**src/rtl/pulse_meter_pkg.sv**
```systemverilog
// Shared types and helpers for the pulse meter: FSM states, default widths,
// and a saturating increment used by every counter in the block.
package pulse_meter_pkg;

  typedef enum logic [2:0] {IDLE, WAIT_LOW, WAIT_RISE, HIGH, LOW} state_e;

  localparam int unsigned DEF_CNT_W       = 32;
  localparam int unsigned DEF_NUM_W       = 16;
  localparam int unsigned DEF_TIMEOUT_CYC = 50_000_000;

  // Increment v, holding at the all-ones value of a w-bit field.
  function automatic logic [63:0] sat_inc(input logic [63:0] v, input int unsigned w);
    logic [63:0] lim;
    lim = (w >= 64) ? '1 : ((64'd1 << w) - 64'd1);
    return (v >= lim) ? v : v + 64'd1;
  endfunction

endpackage

```
**src/rtl/pulse_sync_edge.sv**
```systemverilog
// Two-flop synchronizer for an asynchronous level, with registered rise/fall
// strobes and a level output aligned to those strobes.
module pulse_sync_edge (
  input  logic Clk,
  input  logic Rst,
  input  logic din,
  output logic level,
  output logic rise,
  output logic fall
);

  // [0],[1] form the synchronizer; [2] is the previous synced value.
  logic [2:0] sync_pipe;

  always_ff @(posedge Clk) begin
    if (Rst) begin
      sync_pipe <= '0;
      rise      <= 1'b0;
      fall      <= 1'b0;
    end else begin
      sync_pipe <= {sync_pipe[1:0], din};
      rise      <=  sync_pipe[1] & ~sync_pipe[2];
      fall      <= ~sync_pipe[1] &  sync_pipe[2];
    end
  end

  assign level = sync_pipe[2];

endmodule

```
**src/rtl/pulse_meter.sv**
```systemverilog
// Measures high width and rise-to-rise period of a pulse train for a programmed
// number of pulses, with an edge-inactivity timeout.
module pulse_meter
  import pulse_meter_pkg::*;
#(
  parameter int unsigned CNT_W       = DEF_CNT_W,
  parameter int unsigned NUM_W       = DEF_NUM_W,
  parameter int unsigned TIMEOUT_CYC = DEF_TIMEOUT_CYC
) (
  input  logic             Clk,
  input  logic             Rst,
  input  logic             Arm,
  input  logic [NUM_W-1:0] Num,
  input  logic             Pulse_In,
  output logic             Busy,
  output logic             Meas_Valid,
  output logic             First,
  output logic [CNT_W-1:0] Width,
  output logic [CNT_W-1:0] Period,
  output logic [NUM_W-1:0] Pulse_Cnt,
  output logic             Done,
  output logic             Timeout
);

  localparam int unsigned     TO_W    = $clog2(TIMEOUT_CYC + 1);
  localparam logic [TO_W-1:0] TO_LAST = TO_W'(TIMEOUT_CYC - 1);

  state_e           state, state_nx;
  logic             lvl, rise, fall;
  logic [NUM_W-1:0] num_q;
  logic [CNT_W-1:0] width_cnt, per_cnt, per_next;
  logic [TO_W-1:0]  to_cnt;
  logic             meas_evt, last_fall, to_hit, done_evt;

  pulse_sync_edge u_sync (
    .Clk   (Clk),
    .Rst   (Rst),
    .din   (Pulse_In),
    .level (lvl),
    .rise  (rise),
    .fall  (fall)
  );

  always_ff @(posedge Clk) begin
    if (Rst) state <= IDLE;
    else     state <= state_nx;
  end

  // Arm overrides everything, including an edge arriving in the same cycle.
  always_comb begin
    state_nx = state;
    if (Arm)         state_nx = (Num == '0) ? IDLE : WAIT_LOW;
    else if (to_hit) state_nx = IDLE;
    else begin
      case (state)
        WAIT_LOW:  if (!lvl) state_nx = WAIT_RISE;
        WAIT_RISE: if (rise) state_nx = HIGH;
        HIGH:      if (fall) state_nx = last_fall ? IDLE : LOW;
        LOW:       if (rise) state_nx = HIGH;
        default:   state_nx = state;
      endcase
    end
  end

  always_comb begin
    meas_evt  = !Arm && (state == HIGH) && fall;
    last_fall = (Pulse_Cnt == num_q - NUM_W'(1));
    to_hit    = !Arm && (state != IDLE) && !rise && !fall && (to_cnt == TO_LAST);
    done_evt  = (meas_evt && last_fall) || to_hit;
  end

  always_ff @(posedge Clk) begin
    if (Rst) begin
      num_q      <= '0;
      width_cnt  <= '0;
      per_cnt    <= '0;
      per_next   <= '0;
      to_cnt     <= '0;
      Width      <= '0;
      Period     <= '0;
      Pulse_Cnt  <= '0;
      First      <= 1'b0;
      Meas_Valid <= 1'b0;
      Done       <= 1'b0;
      Timeout    <= 1'b0;
      Busy       <= 1'b0;
    end else if (Arm) begin
      num_q      <= Num;
      width_cnt  <= '0;
      per_cnt    <= '0;
      per_next   <= '0;
      to_cnt     <= '0;
      Width      <= '0;
      Period     <= '0;
      Pulse_Cnt  <= '0;
      First      <= 1'b0;
      Meas_Valid <= 1'b0;
      Done       <= (Num == '0);
      Timeout    <= 1'b0;
      Busy       <= (Num != '0);
    end else begin
      Meas_Valid <= meas_evt;
      Done       <= done_evt;
      // Busy stays up through the Done cycle and drops after it.
      if (Done) Busy <= 1'b0;
      if (to_hit) Timeout <= 1'b1;

      if (state == IDLE || rise || fall) to_cnt <= '0;
      else                               to_cnt <= TO_W'(sat_inc(64'(to_cnt), TO_W));

      if (rise)               width_cnt <= CNT_W'(1);
      else if (state == HIGH) width_cnt <= CNT_W'(sat_inc(64'(width_cnt), CNT_W));

      if (rise)                                per_cnt <= CNT_W'(1);
      else if (state == HIGH || state == LOW)  per_cnt <= CNT_W'(sat_inc(64'(per_cnt), CNT_W));
      if (rise && state == LOW)                per_next <= per_cnt;

      if (meas_evt) begin
        Width     <= width_cnt;
        Period    <= (Pulse_Cnt == '0) ? '0 : per_next;
        First     <= (Pulse_Cnt == '0);
        Pulse_Cnt <= NUM_W'(sat_inc(64'(Pulse_Cnt), NUM_W));
      end
    end
  end

endmodule

```
**config.mk**
```make
export PLATFORM = sky130hd
export DESIGN_NAME = pulse_meter
export DESIGN_NICKNAME = d
export VERILOG_FILES = /design/src/rtl/pulse_meter_pkg.sv /design/src/rtl/pulse_sync_edge.sv /design/src/rtl/pulse_meter.sv
export SDC_FILE = /design/constraint.sdc
export NUM_CORES = 1
export LEC_CHECK = 0
export BUFFER_PORTS_ARGS = -buffer_cell sky130_fd_sc_hd__clkbuf_2
export CORE_AREA = 2 2 242 172
export CTS_CLUSTER_SIZE = 20
export DETAILED_ROUTE_END_ITERATION = 12
export DIE_AREA = 0 0 244 174
export GPL_TIMING_DRIVEN = 0
export PLACE_DENSITY_LB_ADDON = 0.2
export RECOVER_POWER = 50
export SETUP_SLACK_MARGIN = 0.4
export SYNTH_ARGS = -nofsm -noshare
export SYNTH_HDL_FRONTEND = slang
export SYNTH_SLANG_ARGS = --single-unit
```
**constraint.sdc**
```tcl
create_clock -name Clk -period 3.97 [get_ports Clk]
set_input_delay 0.5955 -clock Clk [delete_from_list [all_inputs] [get_ports Clk]]
set_output_delay 0.5955 -clock Clk [all_outputs]
set_load 0.01 [all_outputs]
```
# Yosys cells after proc, flatten, opt, wreduce, memory -nomap -nowiden
# Index checks and enable logic that the tools add are counted.
[word_totals]
ff_bits = 231
input_bits = 20
out_inout_bits = 85
elab_cells = 98
[classes]
add_sub_neg = 5
n_lt_le_gt_ge = 4
n_eq_ne = 11
n_mux = 18
n_bitwise = 7
reduce_logical = 34
[ops]
columns = ["operator", "n"]
rows = [
  ["$add 32x1->32 const B", 2],
  ["$ge 32x32->1 const B", 2],
  ["$logic_not 16->1", 2],
  ["$mux 32", 1],
  ["$add 26x1->26 const B", 1],
  ["$eq 26x26->1 const B", 1],
  ["$ge 26x26->1 const B", 1],
  ["$mux 3", 6],
  ["$add 16x1->16 const B", 1],
  ["$eq 16x16->1", 1],
  ["$ge 16x16->1 const B", 1],
  ["$reduce_bool 16->1", 1],
  ["$sub 16x1->16 const B", 1],
  ["$mux 1", 10],
  ["$reduce_and 2->1", 5],
  ["$pmux 3 s3", 1],
  ["$logic_and 1x1->1", 8],
  ["$eq 3x2->1 const B", 2],
  ["$reduce_bool 2->1", 3],
  ["$reduce_or 3->1", 2],
  ["$not 1->1", 5],
  ["$reduce_bool 5->1", 1],
  ["$logic_or 1x1->1", 4],
  ["$ne 2x1->1 const B", 2],
  ["other kinds (11)", 15],
]

# Depth between registers and ports, before layout
[depth]
ltp_word = 7
mapped_depth = 9

# Cells and area by module
# Synthesis repeated with hierarchy kept, for this count alone.
[unflattened]
cells_unflattened = 1199
area_unflattened_um2 = 10164.7
[modules_own_cells]
columns = ["mod", "n_inst", "cells_per_inst", "area_per_inst_um2", "seq_area_each_um2"]
rows = [
  ["pulse_meter", 1, 1189, 10030.9, 4524.3],
  ["pulse_sync_edge", 1, 10, 133.9, 100.1],
]

# Worst setup path after synthesis
# OpenSTA, ideal clock, no wires.
[synth_path]
path_kind = "input to register"
startpoint = "input Rst"
endpoint = "register to_cnt[10]"
setup_ps = 65
arrival_ps = 2028
t_required_ps = 3905
setup_slack_ps = 1877
cell_stages = 7
path_buffers = 4
cell_sequence = "clkbuf_1 > or3_1 > clkbuf_1 > or3_1 > clkbuf_1 > clkbuf_1 > nor2_1"
[synth_between]
elab_chain_cells = 1
[synth_lines]
columns = ["item", "line_no", "source"]
rows = [
  ["start: declaration", "pulse_meter.sv:11", "input logic Rst,"],
  ["$reduce_or 3->1 (no line)", "--", ""],
  ["end signal: assignment", "pulse_meter.sv:109", "else to_cnt <= TO_W'(sat_inc(64'(to_cnt), TO_W));"],
  ["end: declaration", "pulse_meter.sv:32", "logic [TO_W-1:0] to_cnt;"],
]
# No other way between the ends.
# A chain may end at the register's enable or synchronous reset.

# Worst setup path after layout
[layout_path]
startpoint = "input Arm"
endpoint = "register Period[7]"
[layout_between]
elab_chain_cells = 3
[layout_lines]
columns = ["item", "line_no", "source"]
rows = [
  ["start: declaration", "pulse_meter.sv:12", "input logic Arm,"],
  ["$logic_not 1->1", "pulse_meter.sv:66", "meas_evt = !Arm && (state == HIGH) && fall;"],
  ["$logic_and 1x1->1 (2 in series)", "pulse_meter.sv:66", ""],
  ["end signal: assignment", "pulse_meter.sv:120", "Period <= (Pulse_Cnt == '0) ? '0 : per_next;"],
  ["end: declaration", "pulse_meter.sv:19", "output logic [CNT_W-1:0] Period,"],
]
# Several ways; a longest one is shown, not always the timed one.

==> flow_summary.toml <==
[run_status]
status = "finished, final reports clean"

[worst_hold_path]
hold_end = "u_sync.sync_pipe[0]"
hp-start = "Pulse_In"
min_path_type = "primary input to flop"
min_path_cells = 2

[power]
cellLeakagePower_nw = 3.78
p_per_area_mw_per_mm2 = 431
total_power_mw = 5.14
ir_worst_vdd_mv = 0.291

[synth]
synth.avg_cell_area_sq_um = 8.45
syn_area_sq_mm = 0.00994
synth_cell_types = 59
synth_area_leaders = "dfxtp_1 (47%), nand2_1 (6.2%), nor2_1 (6.1%)"
synth_top_area_share_pct = 46.5
synth_nets = 1203
ys.flop_type = "dfxtp_1"
async_flop_share_pct = 0
ys_ff_latch = 231
yosysWarnings = 0
synth_top_area_cell = "dfxtp_1"
ys_seq_area_share_pct = 46.5
syn-instance-count = 1177
synth_edf_count = 0

[global_route]
grt_pass1_wl_microns = 45200
grt-ovfl-total = 0
grt_pass1_vias = 8037
grt_max_degree = 14
grt.total_usage_pct = 13.2
grt_antenna_before_repair = 0

[setup_path]
crit_top_cell = "clkbuf_1"
r2r_end = "per_cnt[31]"
cp_slowest_cell = "clkbuf_1"
critPathLaunchType = "primary input"
r2r_slack_ps = 1110
critical_path_class = "primary input to flop"
end_kind = "flop"
cp.depth = 7
path_delay_family = "buffers and inverters"
cpPeakStageDelay_ps = 610
cp.required_ps = 4370
r2r_start = "state[2]"
r2r_cells = 7
crit_arrival_ps = 3330
cp-startpoint = "Arm"
path_max_fanout = 10
worstPathCellList = "clkbuf_1, clkbuf_1, or2_2, clkbuf_1, clkbuf_1, clkbuf_1, nor2_1"
path_buf_inv = 5

[timing]
relSlewSlack_pct = 21.6
timing.final.hold_violations = 0
max_freq_ghz = 0.341
timing.final.ws_setup_ps = 1040
slew_violations = 0
tightest_slew_ps = 1160
grt_setup_unrepaired = "no"
fin_tns_setup_ps = 0
setup-violations-final = 0
finalCriticalPeriod_ps = 2930
finalCritPeriodShare_pct = 73.9
fin_skew_ps = 8.48

[clocking]
cts_buffer_depth = 3
cts_root_buf = "clkbuf_16"
postCtsResizedCells = 0
post_cts_buffers = 0
htreeDepth = 1
clkTransAtPathRegs_ps = 60
clk_latency_ps = 540
cts_tree = "yes"
hold_buffers = 0
cts_buffers = 26
cts_num_sinks = 231

[final_layout]
final_nets = 1334
regArea_sq_mm = 0.00462
nFillCells = 4392
drive_gt1_share_pct = 6.17
post-route-util_pct = 29.5
multiInputGateArea_sq_mm = 0.00491
num_antenna_cells = 0
area_delta_synth_final_pct = 19.8

[die]
die_w_microns = 244
initial_core_util_pct = 24.6
row_count = 62
core_region_area_sq_mm = 0.0404
die_area_sq_mm = 0.0425
dieHeight_microns = 174
io_pins = 105

[routing]
first_pass_iters = 4
antenna_left = 0
wire_per_inst_microns = 15.1
vias = 8523
drc = 0
drt-total-wl_microns = 28300
dr.first_iter.drc_count = 465
routed_via_density = 4.55

[placement]
preCtsSetupSlack_ps = 563
place_congestion = 0.761
port_buffers = 103
dp.final_hpwl_microns = 20900

[run]
drv_cap = 0
## registers in the layout, summed over array words and instances (netlist names)
| register | flops |
|---|---|
| First | 1 |
| Meas_Valid | 1 |
| width_cnt | 32 |
| u_sync.rise | 1 |
| Width | 32 |
| u_sync.fall | 1 |
| Timeout | 1 |
| state | 3 |
| per_cnt | 32 |
| u_sync.sync_pipe | 3 |
| Period | 32 |
| num_q | 16 |
| per_next | 32 |
| to_cnt | 26 |
| Busy | 1 |
| Pulse_Cnt | 16 |
| Done | 1 |
## cells in the mapped netlist (9+ instances only)
master / count
and3_1: 21
nor3_1: 22
buf_2: 9
or3_1: 19
and4_1: 15
inv_1: 21
nor4_1: 15
a22oi_1: 32
and2_1: 9
a21oi_1: 91
nand3_1: 46
dfxtp_1: 231
clkbuf_1: 48
nand4_1: 44
nor2_1: 161
o21ai_0: 25
xnor2_1: 50
mux2i_1: 21
xor2_1: 55
nand2_1: 165
## worst reg2reg max path: stages, from the launching register on
cell	delay, ps
dfxtp_1	320
clkbuf_1	320
or3b_1	480
a2111o_1	490
nor3_1	680
nand4_1	210
xor2_1	170
nor2_1	50
## cell families (layout without fill, tap and decap cells)
group | Yosys count | count (layout) | share of synthesized area, %
and+or+nand+nor | 550 | 550 | 26.8
xor gates and xnor gates | 105 | 105 | 9.25
AOI/OAI and AO/OA | 177 | 177 | 11.0
muxes | 22 | 22 | 2.23
buffers and inverters | 86 | 237 | 3.52
DFF | 231 | 231 | 46.5
adders and majority gates | 6 | 6 | 0.755
## cell type report
| class | instances | area share, % |
|---|---|---|
| plain buffers | 65 | 2.21 |
| flip-flops and latches | 231 | 38.8 |
| well taps | 544 | 5.71 |
| repair buffers | 103 | 3.42 |
| multi-input cells | 860 | 41.2 |
| clock buffers | 38 | 6.86 |
| clock inverters | 10 | 1.08 |
| inverters | 21 | 0.662 |
## worst max path at each step
| stage | endpoint | slack (ps) |
|---|---|---|
| CTS | Period[7] | 1050 |
| global route | Period[5] | 720 |
| detailed placement | Period[5] | 560 |
| global placement | Period[6] | 590 |
| finish | Period[7] | 1040 |
| floorplan | to_cnt[10] | 1880 |
## layer usage
metal	vias to the layer above	share of wire (%)	track usage [%]
li1	4359	-	-
met1	4002	53	19.8
met2	123	41	19.0
met3	39	4.1	2.76
met4	0	2.1	3.15
met5	-	0	0
## cell usage in the layout (no fill, tap or decap), types with 18 or more instances in the layout
cell type and n:
clkbuf_16 27, nor3_1 24, dfxtp_1 231, nand4_1 44, nand3_1 46, a21oi_1 91, or3_1 19, inv_1 21
o21ai_0 25, mux2i_1 21, clkbuf_2 18, xor2_1 55, xnor2_1 50, nand2_1 165, a22oi_1 32, nor2_1 161
and3_1 21, clkbuf_1 138
## stage by stage
| step | instances | hold slack, ps | instance area (sq um) |
|---|---|---|---|
| CTS | 1872 | 246 | 12100 |
| finish | 1872 | 270 | 11900 |
| global placement | 1824 | 406 | 11100 |
| floorplan | 1177 | 388 | 9940 |
| global route | 1872 | 259 | 11900 |
| detailed placement | 1824 | 412 | 11100 |
## report_power, final
part           switching, mW  leakage [nW]  total, mW  internal, mW
combinational          0.110          1.44      0.172        0.0626
sequential            0.0178          1.86       2.35          2.33
clock                  0.998         0.476       2.61          1.62
(Power assumes the default switching activity.)
